**src/rtl/cordic_pkg.sv**
```systemverilog
// Shared CORDIC datapath constants and the normalizer state encoding.
// Also used by the arithmetic right shifter and the CORDIC iteration core.
package cordic_pkg;

  localparam int DATA_W    = 17;
  localparam int SHIFT_W   = $clog2(DATA_W);
  localparam int MAX_SHIFT = DATA_W - 1;

  typedef enum logic [1:0] {
    IDLE,
    SHIFT,
    DONE
  } state_t;

endpackage

```
**src/rtl/cordic_normalizer_if.sv**
```systemverilog
// Operand/result handshake bundle for cordic_normalizer.
// The master offers operands and takes results; the slave is the normalizer.
interface cordic_normalizer_if;
  import cordic_pkg::*;

  logic               in_valid;
  logic               in_ready;
  logic [DATA_W-1:0]  in_data;
  logic               out_valid;
  logic               out_ready;
  logic [DATA_W-1:0]  out_data;
  logic [SHIFT_W-1:0] out_shift;

  modport master (
    output in_valid, in_data, out_ready,
    input  in_ready, out_valid, out_data, out_shift
  );

  modport slave (
    input  in_valid, in_data, out_ready,
    output in_ready, out_valid, out_data, out_shift
  );

endinterface

```
**src/rtl/cordic_normalizer.sv**
```systemverilog
// Iterative left-shift normalizer: shifts a signed operand until its top two bits differ.
// Define NORM_FAST_EN to allow 2-bit steps when the top three bits agree.
module cordic_normalizer
  import cordic_pkg::*;
(
  input  logic                clk,
  input  logic                rst_n,
  cordic_normalizer_if.slave  bus
);

  state_t             r_state;
  logic [DATA_W-1:0]  r_data;
  logic [SHIFT_W-1:0] r_count;

  state_t             w_state_nxt;
  logic [DATA_W-1:0]  w_data_nxt;
  logic [SHIFT_W-1:0] w_count_nxt;
  logic               w_normalised;
  logic               w_at_max;

  assign w_normalised = r_data[DATA_W-1] ^ r_data[DATA_W-2];
  assign w_at_max     = (r_count == SHIFT_W'(MAX_SHIFT));

`ifdef NORM_FAST_EN
  logic w_fast_ok;
  // Three equal top bits mean the next single step would not stop either,
  // so two steps can be fused without overshooting the first sign change.
  assign w_fast_ok = (r_data[DATA_W-1] == r_data[DATA_W-2]) &&
                     (r_data[DATA_W-2] == r_data[DATA_W-3]) &&
                     (r_count <= SHIFT_W'(MAX_SHIFT - 2));
`endif

  // NOTE: every output of this block gets a default first, so no path leaves
  // a signal unassigned and no latch is inferred.
  always_comb begin
    w_state_nxt = r_state;
    w_data_nxt  = r_data;
    w_count_nxt = r_count;
    unique case (r_state)
      IDLE: begin
        if (bus.in_valid) begin
          w_data_nxt  = bus.in_data;
          w_count_nxt = '0;
          w_state_nxt = SHIFT;
        end
      end
      SHIFT: begin
        if (w_normalised || w_at_max) begin
          w_state_nxt = DONE;
        end
`ifdef NORM_FAST_EN
        else if (w_fast_ok) begin
          w_data_nxt  = {r_data[DATA_W-3:0], 2'b00};
          w_count_nxt = r_count + SHIFT_W'(2);
        end
`endif
        else begin
          w_data_nxt  = {r_data[DATA_W-2:0], 1'b0};
          w_count_nxt = r_count + SHIFT_W'(1);
        end
      end
      DONE: begin
        if (bus.out_ready) begin
          w_state_nxt = IDLE;
        end
      end
      default: w_state_nxt = IDLE;
    endcase
  end

  // NOTE: state registers use non-blocking assignments so every flop samples
  // the pre-edge values, independent of statement order.
  always_ff @(posedge clk or negedge rst_n) begin
    if (!rst_n) begin
      r_state <= IDLE;
      r_data  <= '0;
      r_count <= '0;
    end else begin
      r_state <= w_state_nxt;
      r_data  <= w_data_nxt;
      r_count <= w_count_nxt;
    end
  end

  assign bus.in_ready  = (r_state == IDLE);
  assign bus.out_valid = (r_state == DONE);
  assign bus.out_data  = r_data;
  assign bus.out_shift = r_count;

endmodule
```
**src/flat_wrapper.sv**
```systemverilog
// flat-port wrapper written by rule: the top's interface ports become plain ports
module cordic_normalizer_flat import cordic_pkg::*;
  (clk, rst_n, bus_in_valid, bus_in_data, bus_out_ready, bus_in_ready, bus_out_valid, bus_out_data, bus_out_shift);
  cordic_normalizer_if bus_i ();
  input  logic clk;
  input  logic rst_n;
  input wire logic [$bits(bus_i.in_valid)-1:0] bus_in_valid;
  input wire logic [$bits(bus_i.in_data)-1:0] bus_in_data;
  input wire logic [$bits(bus_i.out_ready)-1:0] bus_out_ready;
  output wire logic [$bits(bus_i.in_ready)-1:0] bus_in_ready;
  output wire logic [$bits(bus_i.out_valid)-1:0] bus_out_valid;
  output wire logic [$bits(bus_i.out_data)-1:0] bus_out_data;
  output wire logic [$bits(bus_i.out_shift)-1:0] bus_out_shift;
  assign bus_i.in_valid = bus_in_valid;
  assign bus_i.in_data = bus_in_data;
  assign bus_i.out_ready = bus_out_ready;
  assign bus_in_ready = bus_i.in_ready;
  assign bus_out_valid = bus_i.out_valid;
  assign bus_out_data = bus_i.out_data;
  assign bus_out_shift = bus_i.out_shift;
  cordic_normalizer u_core (.clk(clk), .rst_n(rst_n), .bus(bus_i));
endmodule
```
**config.mk**
```make
export PLATFORM = sky130hd
export DESIGN_NAME = cordic_normalizer_flat
export DESIGN_NICKNAME = d
export VERILOG_FILES = /design/src/rtl/cordic_pkg.sv /design/src/rtl/cordic_normalizer_if.sv /design/src/rtl/cordic_normalizer.sv /design/src/flat_wrapper.sv
export SDC_FILE = /design/constraint.sdc
export NUM_CORES = 1
export LEC_CHECK = 0
export BUFFER_PORTS_ARGS = -buffer_cell sky130_fd_sc_hd__buf_2
export CAP_MARGIN = 20
export CORE_ASPECT_RATIO = 1.25
export CORE_MARGIN = 2
export CORE_UTILIZATION = 40
export CTS_BUF_LIST = sky130_fd_sc_hd__clkbuf_16
export CTS_CLUSTER_SIZE = 12
export DETAILED_ROUTE_END_ITERATION = 12
export GPL_TIMING_DRIVEN = 1
export MAX_ROUTING_LAYER = met4
export PLACE_DENSITY_LB_ADDON = 0.08
export SLEW_MARGIN = 40
export SYNTH_ARGS = -nofsm -noshare
export SYNTH_HDL_FRONTEND = slang
export SYNTH_SLANG_ARGS = --single-unit
```
**constraint.sdc**
```tcl
create_clock -name clk -period 1.7 [get_ports clk]
set_input_delay 0.34 -clock clk [delete_from_list [all_inputs] [get_ports clk]]
set_output_delay 0.34 -clock clk [all_outputs]
set_load 0.005 [all_outputs]
```
After elaboration in Yosys (flattened, before gate mapping)
Cells that the tools add are included.

storage, ports and cells
  input bits = 21
  output and inout bits = 24
  word-level logic and storage cells = 27
  register bits after elaboration = 24

cells by class
  bitwise logic cells = 1
  reductions and logical operators = 5
  muxes and demuxes = 10
  add/subtract/negate cells = 1
  eq/ne operators = 7

operator list
  operator               number
  $mux W17               2
  $pmux W17 S2           1
  $mux W5                2
  $pmux W5 S2            1
  $mux W2                3
  $ne A2 B2 Y1 const B   3
  $pmux W2 S3            1
  $reduce_and A3 Y1      2
  $add A5 B1 Y5 const B  1
  $eq A5 B5 Y1 const B   1
  $eq A2 B1 Y1 const B   1
  $eq A2 B2 Y1 const B   1
  $logic_not A2 Y1       1
  $ne A2 B1 Y1 const B   1
  $reduce_bool A2 Y1     1
  $logic_or A1 B1 Y1     1
  $xor A1 B1 Y1          1

Logic depth before layout (Yosys ltp)
  word-level depth = 4
  mapped depth = 6
  gate-level depth less buffers = 5

Worst setup path before layout
No wires, ideal clock.

  kind = register -> register
  from = reg u_core.r_count[0] (netlist: u_core.bus.out_shift[0])
  to = reg u_core.r_data[1] (netlist: u_core.bus.out_data[1])
  setup slack = -0.047 ns
  data required time = 1.577 ns
  data arrival time = 1.625 ns
  path buffers = 1
  cell stages (with the launch flop) = 7
  setup time = 0.123 ns
  clock period less this slack = 1.747 ns
  cells stage by stage = dfrtp_1 > inv_1 > ha_1 > nor4bb_4 > or3_4 > buf_2 > o221a_2

on the way
  word-level cells in the longest chain between the ends = 4

ends and longest elaborated chain
  item                                line                     text
  start, declared                     cordic_normalizer.sv:13  logic [SHIFT_W-1:0] r_count;
  start signal, assigned              cordic_normalizer.sv:81  r_count <= w_count_nxt;
  $eq A5 B5 Y1                        cordic_normalizer.sv:22  assign w_at_max = (r_count == SHIFT_W'(MAX_SHIFT));
  $logic_or A1 B1 Y1                  cordic_normalizer.sv:48  if (w_normalised || w_at_max) begin
  $ne A2 B2 Y1 (no source line)       n/a
  $reduce_and A3 Y1 (no source line)  n/a
  end signal, assigned                cordic_normalizer.sv:80  r_data <= w_data_nxt;
  end, declared                       cordic_normalizer.sv:12  logic [DATA_W-1:0] r_data;

No other way between the ends.
A chain may end at the register's enable or synchronous reset.

Worst setup path after layout
  from = reg u_core.r_count[1] (netlist: u_core.bus.out_shift[1])
  to = reg u_core.r_data[16] (netlist: u_core.bus.out_data[16])

Same word-level chain as after synthesis.

==> results.toml <==
[synthesis]
postSynthAreaPerCell_um2 = 12.3
synth-async-reset-ratio_pct = 100
ys_ff_latch = 24
synth_area_um2 = 1190
synthFlopType = "dfrtp_1"
postSynthCellCount = 97
synth-edff-count = 0
yosysUniqueCellTypes = 29
syn-num-nets = 120
synth-seq-area-share_pct = 50.5
yosysWarnings = 0

[critical_path]
worstSetupStartpoint = "u_core.bus.out_shift[1]"
arrival_ps = 1850
crit_path_start_kind = "flop"
cp.depth = 6
path_class = "reg -> reg"
critical-path-slowest-cell = "dfrtp_1"
max_stage_delay_ps = 380
cp_top_family = "simple AND/OR/NAND/NOR gates"
r2r-start = "u_core.bus.out_shift[1]"
end_kind = "flop"
critical_path_required_ps = 1850
critical_path_buf_inv_count = 2
path_cells = "inv_2 > ha_4 > nor4bb_4 > buf_4 > or3_4 > o221a_4"
r2r_slack_ps = 5
cp_max_fo = 5
critical_path.endpoint = "u_core.bus.out_data[16]"
reg2reg_depth = 6
timing.rr.end = "u_core.bus.out_data[16]"

[power]
peakVddDrop_mv = 0.925
p_leak_nw = 0.766
power_density_nw_per_um2 = 1950
totalPowerFinal_mw = 3.33

[timing]
fmax_mhz = 590
finalWorstSetupSlack_ps = 4.69
worst_pin_slew_ps = 538
rsz0062_at_grt = "true"
fin_crit_sh_pct = 99.7
setup_viol = 0
finClkSkew_ps = 5.19
relSlewSlack_pct = 64.2
period_needed_ps = 1700
hold_viol = 0
finalMaxSlewViolations = 0

[clock_network]
clock_sinks = 24
clk_pin_slew_ps = 60
cts_tree = "built"
h-tree-depth = 1
clockBufferDepth = 2
insertion_delay_ps = 260
cts_root_buffer = "clkbuf_16"
holdBufCountCts = 0
numCtsBuffers = 3

[die]
die_h_um = 65.0
ios = 45
core.rowCount = 22
die-area_um2 = 3430
coreArea_um2 = 2890
die_w_um = 52.8
initial_utilization_pct = 41.2

[layout]
diodes = 0
final_cell_mix = "buf_2 (45), dfrtp_1 (24), nand2b_1 (13), buf_4 (12), o221a_2 (11)"
final_common_cell = "buf_2"
synthToLayoutAreaGrowth_pct = 43.1
drive_gt1_share_pct = 56.1
final_nets = 181

[grt]
gr-usage-all-layers_pct = 19.6
grt_pass1_wl_um = 4790
antenna_found_initial = 0
overflow = 0
grt_max_degree = 25
first_global_vias = 979

[placed_design]
hpwl_um = 1850
dpl_worst_slack_ps = -21.4
io_buffer_count = 44
globalplace.congestion = 0.708

[min_path]
hp-class = "in -> async"

[drt]
drt_iter0_markers = 35
via_per_inst = 5.31
routed_wl_um = 3050
ant_nets = 0
drc = 0
wl_per_cell_um = 15.8
drtPass1Iterations = 4
via_count = 1025

[run_status]
status = "complete, no violations"

[job]
max_cap_viol_count = 0
[power breakdown]
part / leakage (nW) / switching (mW) / internal [mW] / total [mW]
logic: 0.445 / 0.759 / 0.956 / 1.71
clock network: 0.0385 / 0.201 / 0.315 / 0.516
registers: 0.282 / 0.258 / 0.836 / 1.09
[cell families (layout without fill, tap and decap cells)]
group	Yosys count	count (layout)	synth area share, %
and+or+nand+nor	33	36	20.2
DFF	24	24	50.5
buffers and inverters	11	68	4.42
adders and majority gates	2	2	2.10
muxes	2	2	2.10
xor gates and xnor gates	2	2	1.47
AOI/OAI and AO/OA	23	23	19.2
[synth_stat cells, types with 2 or more instances]
cell,instances,area [µm²]
nor2_1,2,7.51
o221a_2,13,146
ha_1,2,25.0
or2b_1,6,45.0
dfrtp_1,24,601
nand3_1,3,15.0
buf_2,3,15.0
nand2b_1,14,87.6
inv_1,6,22.5
or4_1,2,15.0
o221a_1,3,33.8
o21ai_0,2,10.0
[layout make-up]
cell class	instances	area, µm²
clock buffers	3	75.1
clock inverters	1	3.75
fillers	259	1190
inverters	6	22.5
multi-input cells	65	629
flip-flops and latches	24	601
well taps	36	45.0
repair buffers	58	327
[per-stage QoR]
stage	instances	hold WS [ps]	area [µm²]	utilization, %	setup TNS (ps)
after floorplan	97	44.4	1190	-	0
after CTS	187	81.1	1600	55.3	0
after global routing	193	95.2	1700	58.9	-196
after detailed placement	181	369	1500	51.8	-21.4
final	193	55.3	1700	58.9	0
after global placement	181	355	1500	51.8	0
[registers in the layout, indices dropped and copies added (netlist names)]
name                  flops
u_core.bus.out_data      17
u_core.bus.out_shift      5
u_core.r_state            2
[how the worst min path moves through the flow]
stage	start	endpoint	slack [ps]	depth (start not counted)
5_1_grt	rst_n	u_core.r_state[1]	100	1
2_1_floorplan	rst_n	u_core.bus.out_data[0]	40	0
4_1_cts	rst_n	u_core.r_state[1]	80	1
6_report	rst_n	u_core.r_state[1]	60	1
3_5_place_dp	rst_n	u_core.r_state[1]	370	1
3_3_place_gp	rst_n	u_core.r_state[1]	350	1
[routing by layer]
layer / vias up / part of all wire, % / global-route usage (%)
met3: 4 / 4.2 / 3.46
met1: 502 / 43 / 24.9
met5: - / 0 / -
li1: 489 / - / -
met2: 30 / 51 / 31.1
met4: 0 / 1.5 / 6.73
[timing repair]
action / CTS / global route
pin swaps: 2 / 4
gates resized for setup: 2 / 13
cloned: 2 / 2
endpoints found under the setup margin: 1 / 20
setup buffers: 0 / 4
Power figures use the tool's default switching activity.
